--- config.mk ---
export PLATFORM = sky130hd
export DESIGN_NAME = ifetch_ctrl
export DESIGN_NICKNAME = d
export VERILOG_FILES = /design/src/rtl/ifetch_ctrl_pkg.sv /design/src/rtl/ifetch_next_pc.sv /design/src/rtl/ifetch_ctrl.sv
export SDC_FILE = /design/constraint.sdc
export NUM_CORES = 1
export LEC_CHECK = 0
export ABC_AREA = 1
export CORE_MARGIN = 3
export CORE_UTILIZATION = 40
export CTS_CLUSTER_DIAMETER = 40
export CTS_CLUSTER_SIZE = 16
export DETAILED_ROUTE_END_ITERATION = 10
export PLACE_DENSITY = 0.8
export SYNTH_ARGS = -nofsm -noshare
export SYNTH_HDL_FRONTEND = slang
export SYNTH_SLANG_ARGS = --single-unit
--- constraint.sdc ---
create_clock -name clk -period 1.9 [get_ports clk]
set_input_delay 0.19 -clock clk [delete_from_list [all_inputs] [get_ports clk]]
set_output_delay 0.19 -clock clk [all_outputs]
set_load 0.01 [all_outputs]
--- src/rtl/ifetch_ctrl_pkg.sv ---
// Shared types and constants for the instruction fetch controller.
// State encodings, default widths and MIPS field positions.
package ifetch_ctrl_pkg;

    typedef enum logic [1:0] {
        S_IDLE  = 2'd0,
        S_FETCH = 2'd1,
        S_HALT  = 2'd2
    } fetch_state_t;

    localparam int ADDR_W_DEF = 7;
    localparam int DATA_W_DEF = 32;

    localparam int OP_MSB   = 31;
    localparam int OP_LSB   = 26;
    localparam int IMM_MSB  = 15;
    localparam int IMM_LSB  = 0;
    localparam int JTGT_MSB = 25;
    localparam int JTGT_LSB = 0;

endpackage

--- src/rtl/ifetch_next_pc.sv ---
// Next fetch address select: sequential, branch or jump.
// Holds the PC at the last word instead of wrapping.
module ifetch_next_pc
    import ifetch_ctrl_pkg::*;
#(
    parameter int ADDR_W = ADDR_W_DEF
) (
    input  logic [ADDR_W-1:0] fetch_pc,
    input  logic [ADDR_W-1:0] instr_pc,
    input  logic              instr_valid,
    input  logic              jump,
    input  logic              branch_taken,
    input  logic [15:0]       branch_offset,
    input  logic [25:0]       jump_target,
    output logic [ADDR_W-1:0] next_pc,
    output logic              redirect,
    output logic              at_end
);

    logic [ADDR_W-1:0] br_tgt;
    logic [ADDR_W-1:0] jmp_tgt;
    logic              sel_jmp;
    logic              sel_br;
    logic              sel_seq;

    logic unused_hi;
    assign unused_hi = ^{branch_offset[15:ADDR_W], jump_target[25:ADDR_W]};

    // Only a live instruction may redirect the stream.
    assign redirect = instr_valid & (jump | branch_taken);
    assign at_end   = &fetch_pc;

    assign br_tgt  = instr_pc + ADDR_W'(1) + branch_offset[ADDR_W-1:0];
    assign jmp_tgt = jump_target[ADDR_W-1:0];

    assign sel_jmp = redirect & jump;
    assign sel_br  = redirect & ~jump;
    assign sel_seq = ~redirect & ~at_end;

    always_comb begin
        next_pc = fetch_pc;
        unique case (1'b1)
            sel_jmp: next_pc = jmp_tgt;
            sel_br:  next_pc = br_tgt;
            sel_seq: next_pc = fetch_pc + ADDR_W'(1);
            default: next_pc = fetch_pc;
        endcase
    end

endmodule

--- src/rtl/ifetch_ctrl.sv ---
// Instruction fetch controller: owns the PC, registers fetched words
// for decode, handles stall, one-bubble redirects and end-of-memory halt.
module ifetch_ctrl
    import ifetch_ctrl_pkg::*;
#(
    parameter int ADDR_W = ADDR_W_DEF,
    parameter int DATA_W = DATA_W_DEF
) (
    input  logic              clk,
    input  logic              rst_n,
    input  logic              start,
    input  logic              stall,
    input  logic              branch_taken,
    input  logic [15:0]       branch_offset,
    input  logic              jump,
    input  logic [25:0]       jump_target,
    output logic [ADDR_W-1:0] imem_adrx,
    input  logic [DATA_W-1:0] imem_data,
    output logic [DATA_W-1:0] instr,
    output logic [ADDR_W-1:0] instr_pc,
    output logic              instr_valid,
    output logic              halted
);

    fetch_state_t      state_q, state_d;
    logic [ADDR_W-1:0] fetch_pc_q, fetch_pc_d;
    logic [DATA_W-1:0] instr_q, instr_d;
    logic [ADDR_W-1:0] ipc_q, ipc_d;
    logic              valid_q, valid_d;

    logic [ADDR_W-1:0] next_pc;
    logic              redirect;
    logic              at_end;

    ifetch_next_pc #(
        .ADDR_W(ADDR_W)
    ) u_next_pc (
        .fetch_pc     (fetch_pc_q),
        .instr_pc     (ipc_q),
        .instr_valid  (valid_q),
        .jump         (jump),
        .branch_taken (branch_taken),
        .branch_offset(branch_offset),
        .jump_target  (jump_target),
        .next_pc      (next_pc),
        .redirect     (redirect),
        .at_end       (at_end)
    );

    always_ff @(posedge clk or negedge rst_n) begin
        if (!rst_n) begin
            state_q    <= S_IDLE;
            fetch_pc_q <= '0;
            instr_q    <= '0;
            ipc_q      <= '0;
            valid_q    <= 1'b0;
        end else begin
            state_q    <= state_d;
            fetch_pc_q <= fetch_pc_d;
            instr_q    <= instr_d;
            ipc_q      <= ipc_d;
            valid_q    <= valid_d;
        end
    end

    always_comb begin
        state_d    = state_q;
        fetch_pc_d = fetch_pc_q;
        instr_d    = instr_q;
        ipc_d      = ipc_q;
        valid_d    = valid_q;
        unique case (state_q)
            S_IDLE, S_HALT: begin
                valid_d = 1'b0;
                if (start) begin
                    state_d    = S_FETCH;
                    fetch_pc_d = '0;
                end
            end
            S_FETCH: begin
                if (!stall) begin
                    fetch_pc_d = next_pc;
                    if (redirect) begin
                        // Word fetched this cycle is on the wrong path.
                        valid_d = 1'b0;
                    end else begin
                        instr_d = imem_data;
                        ipc_d   = fetch_pc_q;
                        valid_d = 1'b1;
                        if (at_end)
                            state_d = S_HALT;
                    end
                end
            end
            default: state_d = S_IDLE;
        endcase
    end

    assign imem_adrx   = fetch_pc_q;
    assign instr       = instr_q;
    assign instr_pc    = ipc_q;
    assign instr_valid = valid_q;
    assign halted      = (state_q == S_HALT);

endmodule
-- Yosys cells after proc, flatten, opt, wreduce, memory -nomap -nowiden
Cells that the tools add are included.
- bits in registers: 49
- bits in latches: 0
- memory bits (writable): 0
- bits in read-only memories: 0
- input bits: 80
- logic and storage cells: 44
- memories kept: 0
- $add $sub $neg: 3
- $mul: 0
- div/mod/pow operators: 0
- $lt $le $gt $ge: 0
- equality and inequality tests: 7
- shifts and indexed selects: 0
- multiplexer cells: 12
- bitwise logic cells: 9
- reduce and logical (&&, ||, !) cells: 8
- operators by type and width (cell ; number):
    case mux 7 bit (3 select lines) ; 1
    adder 7 x 1 -> 7 bit (second input constant) ; 2
    2-to-1 mux 7 bit ; 2
    case mux 7 bit (2 select lines) ; 1
    2-to-1 mux 2 bit ; 4
    AND reduction 4 bit ; 2
    adder 7 bit ; 1
    AND reduction 7 bit ; 1
    inequality test 2 bit (second input constant) ; 3
    bitwise AND 1 bit ; 4
    inequality test 4 x 1 -> 1 bit (second input constant) ; 1
    inverter 1 bit ; 4
    case mux 2 bit (2 select lines) ; 1
    AND reduction 3 bit ; 1
    == test 2 x 1 -> 1 bit (second input constant) ; 1
    == test 2 bit (second input constant) ; 1
    zero test 2 bit ; 1
    2-to-1 mux 1 bit ; 2
    inequality test 2 x 1 -> 1 bit (second input constant) ; 1
    case mux 1 bit (2 select lines) ; 1
    AND reduction 2 bit ; 1
    nonzero test 2 bit ; 1
    OR reduction 2 bit ; 1
    OR 1 bit ; 1

-- Depth between registers and ports, before layout
- depth in word-level cells: 7
- mapped depth: 13

-- Cells and area by module
Synthesis repeated with hierarchy kept, for this count alone.
- cells, all modules: 338
- area, all modules: 2924.1 um2
- modules (own cells, without submodules) (module ; instances ; cells each ; area each (um2) ; seq. area each (um2)):
    ifetch_ctrl ; 1 ; 224 ; 2308.5 ; 1226.2
    ifetch_next_pc ; 1 ; 114 ; 615.6 ; 0.0

-- Least setup slack after synthesis
OpenSTA, ideal clock, no wires.
- path kind: reg-to-reg
- start point: register ipc_q[0], in the netlist instr_pc[0]
- end point: register fetch_pc_q[6], in the netlist imem_adrx[6]
- setup time: 0.117 ns
- arrival time: 1.548 ns
- required time: 1.783 ns
- slack: 0.235 ns
- cell stages (with the launch flop): 14
- buffers on the path: 0
- period minus slack after synthesis: 1.665 ns
- cells stage by stage: dfrtp_1 -> inv_1 -> ha_1 -> fa_1 -> inv_1 -> nand2_1 -> nand2_1 -> nand3_1 -> nand2_1 -> nand2_1 -> nand3_1 -> nand2_1 -> nand2_1 -> nand2_1
- longest elaborated chain between the ends: 5
- RTL lines (item ; line ; RTL):
    start: declaration ; ifetch_ctrl.sv:28 ; logic [ADDR_W-1:0] ipc_q, ipc_d;
    start signal: assignment ; ifetch_ctrl.sv:61 ; ipc_q <= ipc_d;
    adder 7 x 1 -> 7 bit ; ifetch_next_pc.sv:33 ; assign br_tgt = instr_pc + ADDR_W'(1) + branch_offset[ADDR_W-1:0];
    adder 7 bit ; ifetch_next_pc.sv:33 ;
    case mux 7 bit (3 select lines) ; ifetch_next_pc.sv:42 ; unique case (1'b1)
    2-to-1 mux 7 bit ; ifetch_ctrl.sv:81 ; if (!stall) begin
    case mux 7 bit (2 select lines) ; ifetch_ctrl.sv:72 ; unique case (state_q)
    end signal: assignment ; ifetch_ctrl.sv:59 ; fetch_pc_q <= fetch_pc_d;
    end: declaration ; ifetch_ctrl.sv:26 ; logic [ADDR_W-1:0] fetch_pc_q, fetch_pc_d;
Every way passes these cells. The select of a mux whose other input is x is not followed.
A chain may end at the register's enable or synchronous reset.

-- Worst setup path after layout
Ends and elaborated chain as after synthesis.

==> impl_metrics.yaml <==
cells_and_area:
  area_growth_pct: 48.9
  layout-drive-gt1-share: 0.179
  layout_commonest_cell: "clkdlybuf4s50_1"
  final_nets: 450
  diodes: 0
  layout_common_cells: "clkdlybuf4s50_1 (98), nand2_1 (68), dfrtp_1 (49)"
synth:
  synth_top_area_share: 0.482
  ys.warnings.count: 0
  avgSynthCellArea_um2: 9.98
  synthDistinctLibCells: 25
  ys_seq_elements: 49
  synthCells: 255
  ys_seq_area_frac: 0.482
  syn-cell-area_um2: 2540
  syn-num-nets: 343
  synth_top_area_cell: "dfrtp_1"
  synth_area_leaders: "dfrtp_1 (48%), nand2_1 (10%), mux2_4 (9.4%), mux2_2 (7.5%), nand3_1 (4.7%)"
pwr:
  swShare: 0.345
  p_int_uw: 3220
  p_clk_frac: 0.156
  p_comb_frac: 0.493
  p_per_area_nw_per_um2: 1300
  p_leak_uw: 0.00180
  pwr-share-seq: 0.351
  ir_worst_vdd_uv: 787
  p_switching_uw: 1690
critical_path:
  startpoint: "instr_pc[0]"
  worst_setup_path_end_kind: "flop"
  worstPathArrival_ps: 1940
  r2r_setup_slack_ps: 160
  reg2reg_depth: 13
  crit_path_start_kind: "flop"
  cp-endpoint: "imem_adrx[6]"
  worstPathRequired_ps: 2090
  critPathMaxFanout: 3
  r2r-end: "imem_adrx[6]"
  worstReg2RegStart: "instr_pc[0]"
  crit_type: "reg -> reg"
cts:
  postCtsSetupBuffers: 0
  cts_inserted_buffers: 5
  cts_tree: "built"
  htree_levels: 2
  clk_pin_slew_ps: 90
  ctsRootBufferMaster: "clkbuf_8"
  clock_path_buffers: 2
  clk-insertion-delay-late_ps: 290
  clock-sinks: 49
timing:
  setup_viol: 0
  setup_ws_ps: 156
  final_max_slew_viol_count: 0
  rsz0062_at_grt: "false"
  tightest_slew_ps: 549
  timing.final.crit_share: 0.918
  maxSlewHeadroom: 0.634
  post-route-min-period_ps: 1740
  clock_skew_ps: 12.0
  finalHoldViolations: 0
  fmax_ghz: 0.573
  fin_tns_setup_ps: 0
detailed_routing:
  routedWlPerCell_um: 13.9
  vias: 2086
  firstDrtPassIters: 4
  drt-total-wl_mm: 6.09
  viasPerCell: 4.76
  drtIter0Drc: 38
  ant_nets: 0
  drc_errors: 0
global_route:
  grt_max_degree: 27
  grt_pass1_wl_mm: 10.0
  grt_overflow: 0
  gr-usage-all-layers: 0.172
  grt_antenna_before_repair: 0
  grt_pass1_vias: 2143
floorplan:
  die_h_um: 85.7
  start_util: 0.422
  num_rows: 28
  core_um2: 6030
  dieArea_um2: 7350
  ios: 128
  die_w_um: 85.7
place:
  dp_slack_ps: -154
  gp_congestion: 0.867
  port_buffers: 99
  dpl.hpwl_mm: 4.82
run:
  maxCapViolations: 0
hold_path:
  hp-class: "in -> async"
outcome:
  status: "finished, final reports clean"
-- synth_stat cells (all sizes together) --
| cell type | number |
|---|---|
| o21ai | 11 |
| mux2 | 33 |
| xor2 | 1 |
| o21bai | 1 |
| nor2 | 10 |
| fa | 1 |
| ha | 7 |
| a21oi | 4 |
| nand4 | 2 |
| nand3b | 1 |
| buf | 4 |
| nand2 | 69 |
| or2 | 5 |
| inv | 29 |
| dfrtp | 49 |
| clkbuf | 1 |
| nand3 | 26 |
| a21o | 1 |
-- flip-flops by register name, indices dropped and copies added, names as in the netlist --
name and cells:
instr 32, imem_adrx 7, instr_pc 7, state_q 2, instr_valid 1
-- critical path, stage by stage, from the launching register on --
cell and delay (ps):
dfrtp_1 380, inv_1 60, ha_1 210, fa_1 360, inv_1 70, nand2_1 70
nand2_2 80, nand3_1 90, nand2_1 70, nand2_1 40, nand3_1 70, nand2_1 50
nand2_1 50, nand2_1 50
-- metrics by stage --
step / power [uW] / hold WS, ps / utilization / instance area, um^2 / cells
floorplan: 2990 / -106 / - / 2540 / 255
global placement: 4090 / 208 / 0.607 / 3660 / 429
detailed placement: 4160 / 211 / 0.607 / 3660 / 429
CTS: 4960 / 411 / 0.628 / 3790 / 438
global route: 5300 / 447 / 0.629 / 3790 / 438
finish: 4910 / 421 / 0.629 / 3790 / 438
-- worst min path at each step --
stage / endpoint
after floorplan: imem_adrx[0]
after global placement: instr_pc[0]
after detailed placement: instr_pc[3]
after CTS: imem_adrx[6]
after global routing: instr_pc[6]
final: instr_pc[6]
-- power by group through the flow --
stage	clock [uW]	sequential, uW	combinational [uW]
after floorplan	0	1870	1120
after global placement	0	1720	2370
after detailed placement	0	1740	2420
after CTS	799	1720	2440
after global routing	852	1790	2660
final	764	1720	2420
-- metal layers --
layer,global-route usage,share of wire
met1,0.227,0.44
met2,0.290,0.50
met5,0,0
met3,0.0221,0.049
met4,0.0604,0.013
-- cell type report --
cell class	count	area, um^2
clock buffers	6	82.6
clock inverters	2	37.5
fillers	492	2240
inverters	29	109
multi-input cells	172	1170
flip-flops and latches	49	1230
well taps	75	93.8
repair buffers	105	1070
-- what timing repair did --
item	in CTS	in global routing
resized for setup	0	1
endpoints found under the hold margin	23	0
hold buffers	1	0
setup endpoints to repair	0	1
-- cell families after synthesis --
family / share of synthesized area
buffers and inverters: 0.0595
XOR/XNOR: 0.00344
flip-flops: 0.482
AO/OA/AOI/OAI: 0.0413
AND/OR/NAND/NOR: 0.202
multiplexers: 0.170
adder cells (fa/ha/maj): 0.0423
Note: power is estimated with default switching activity, not from simulation.
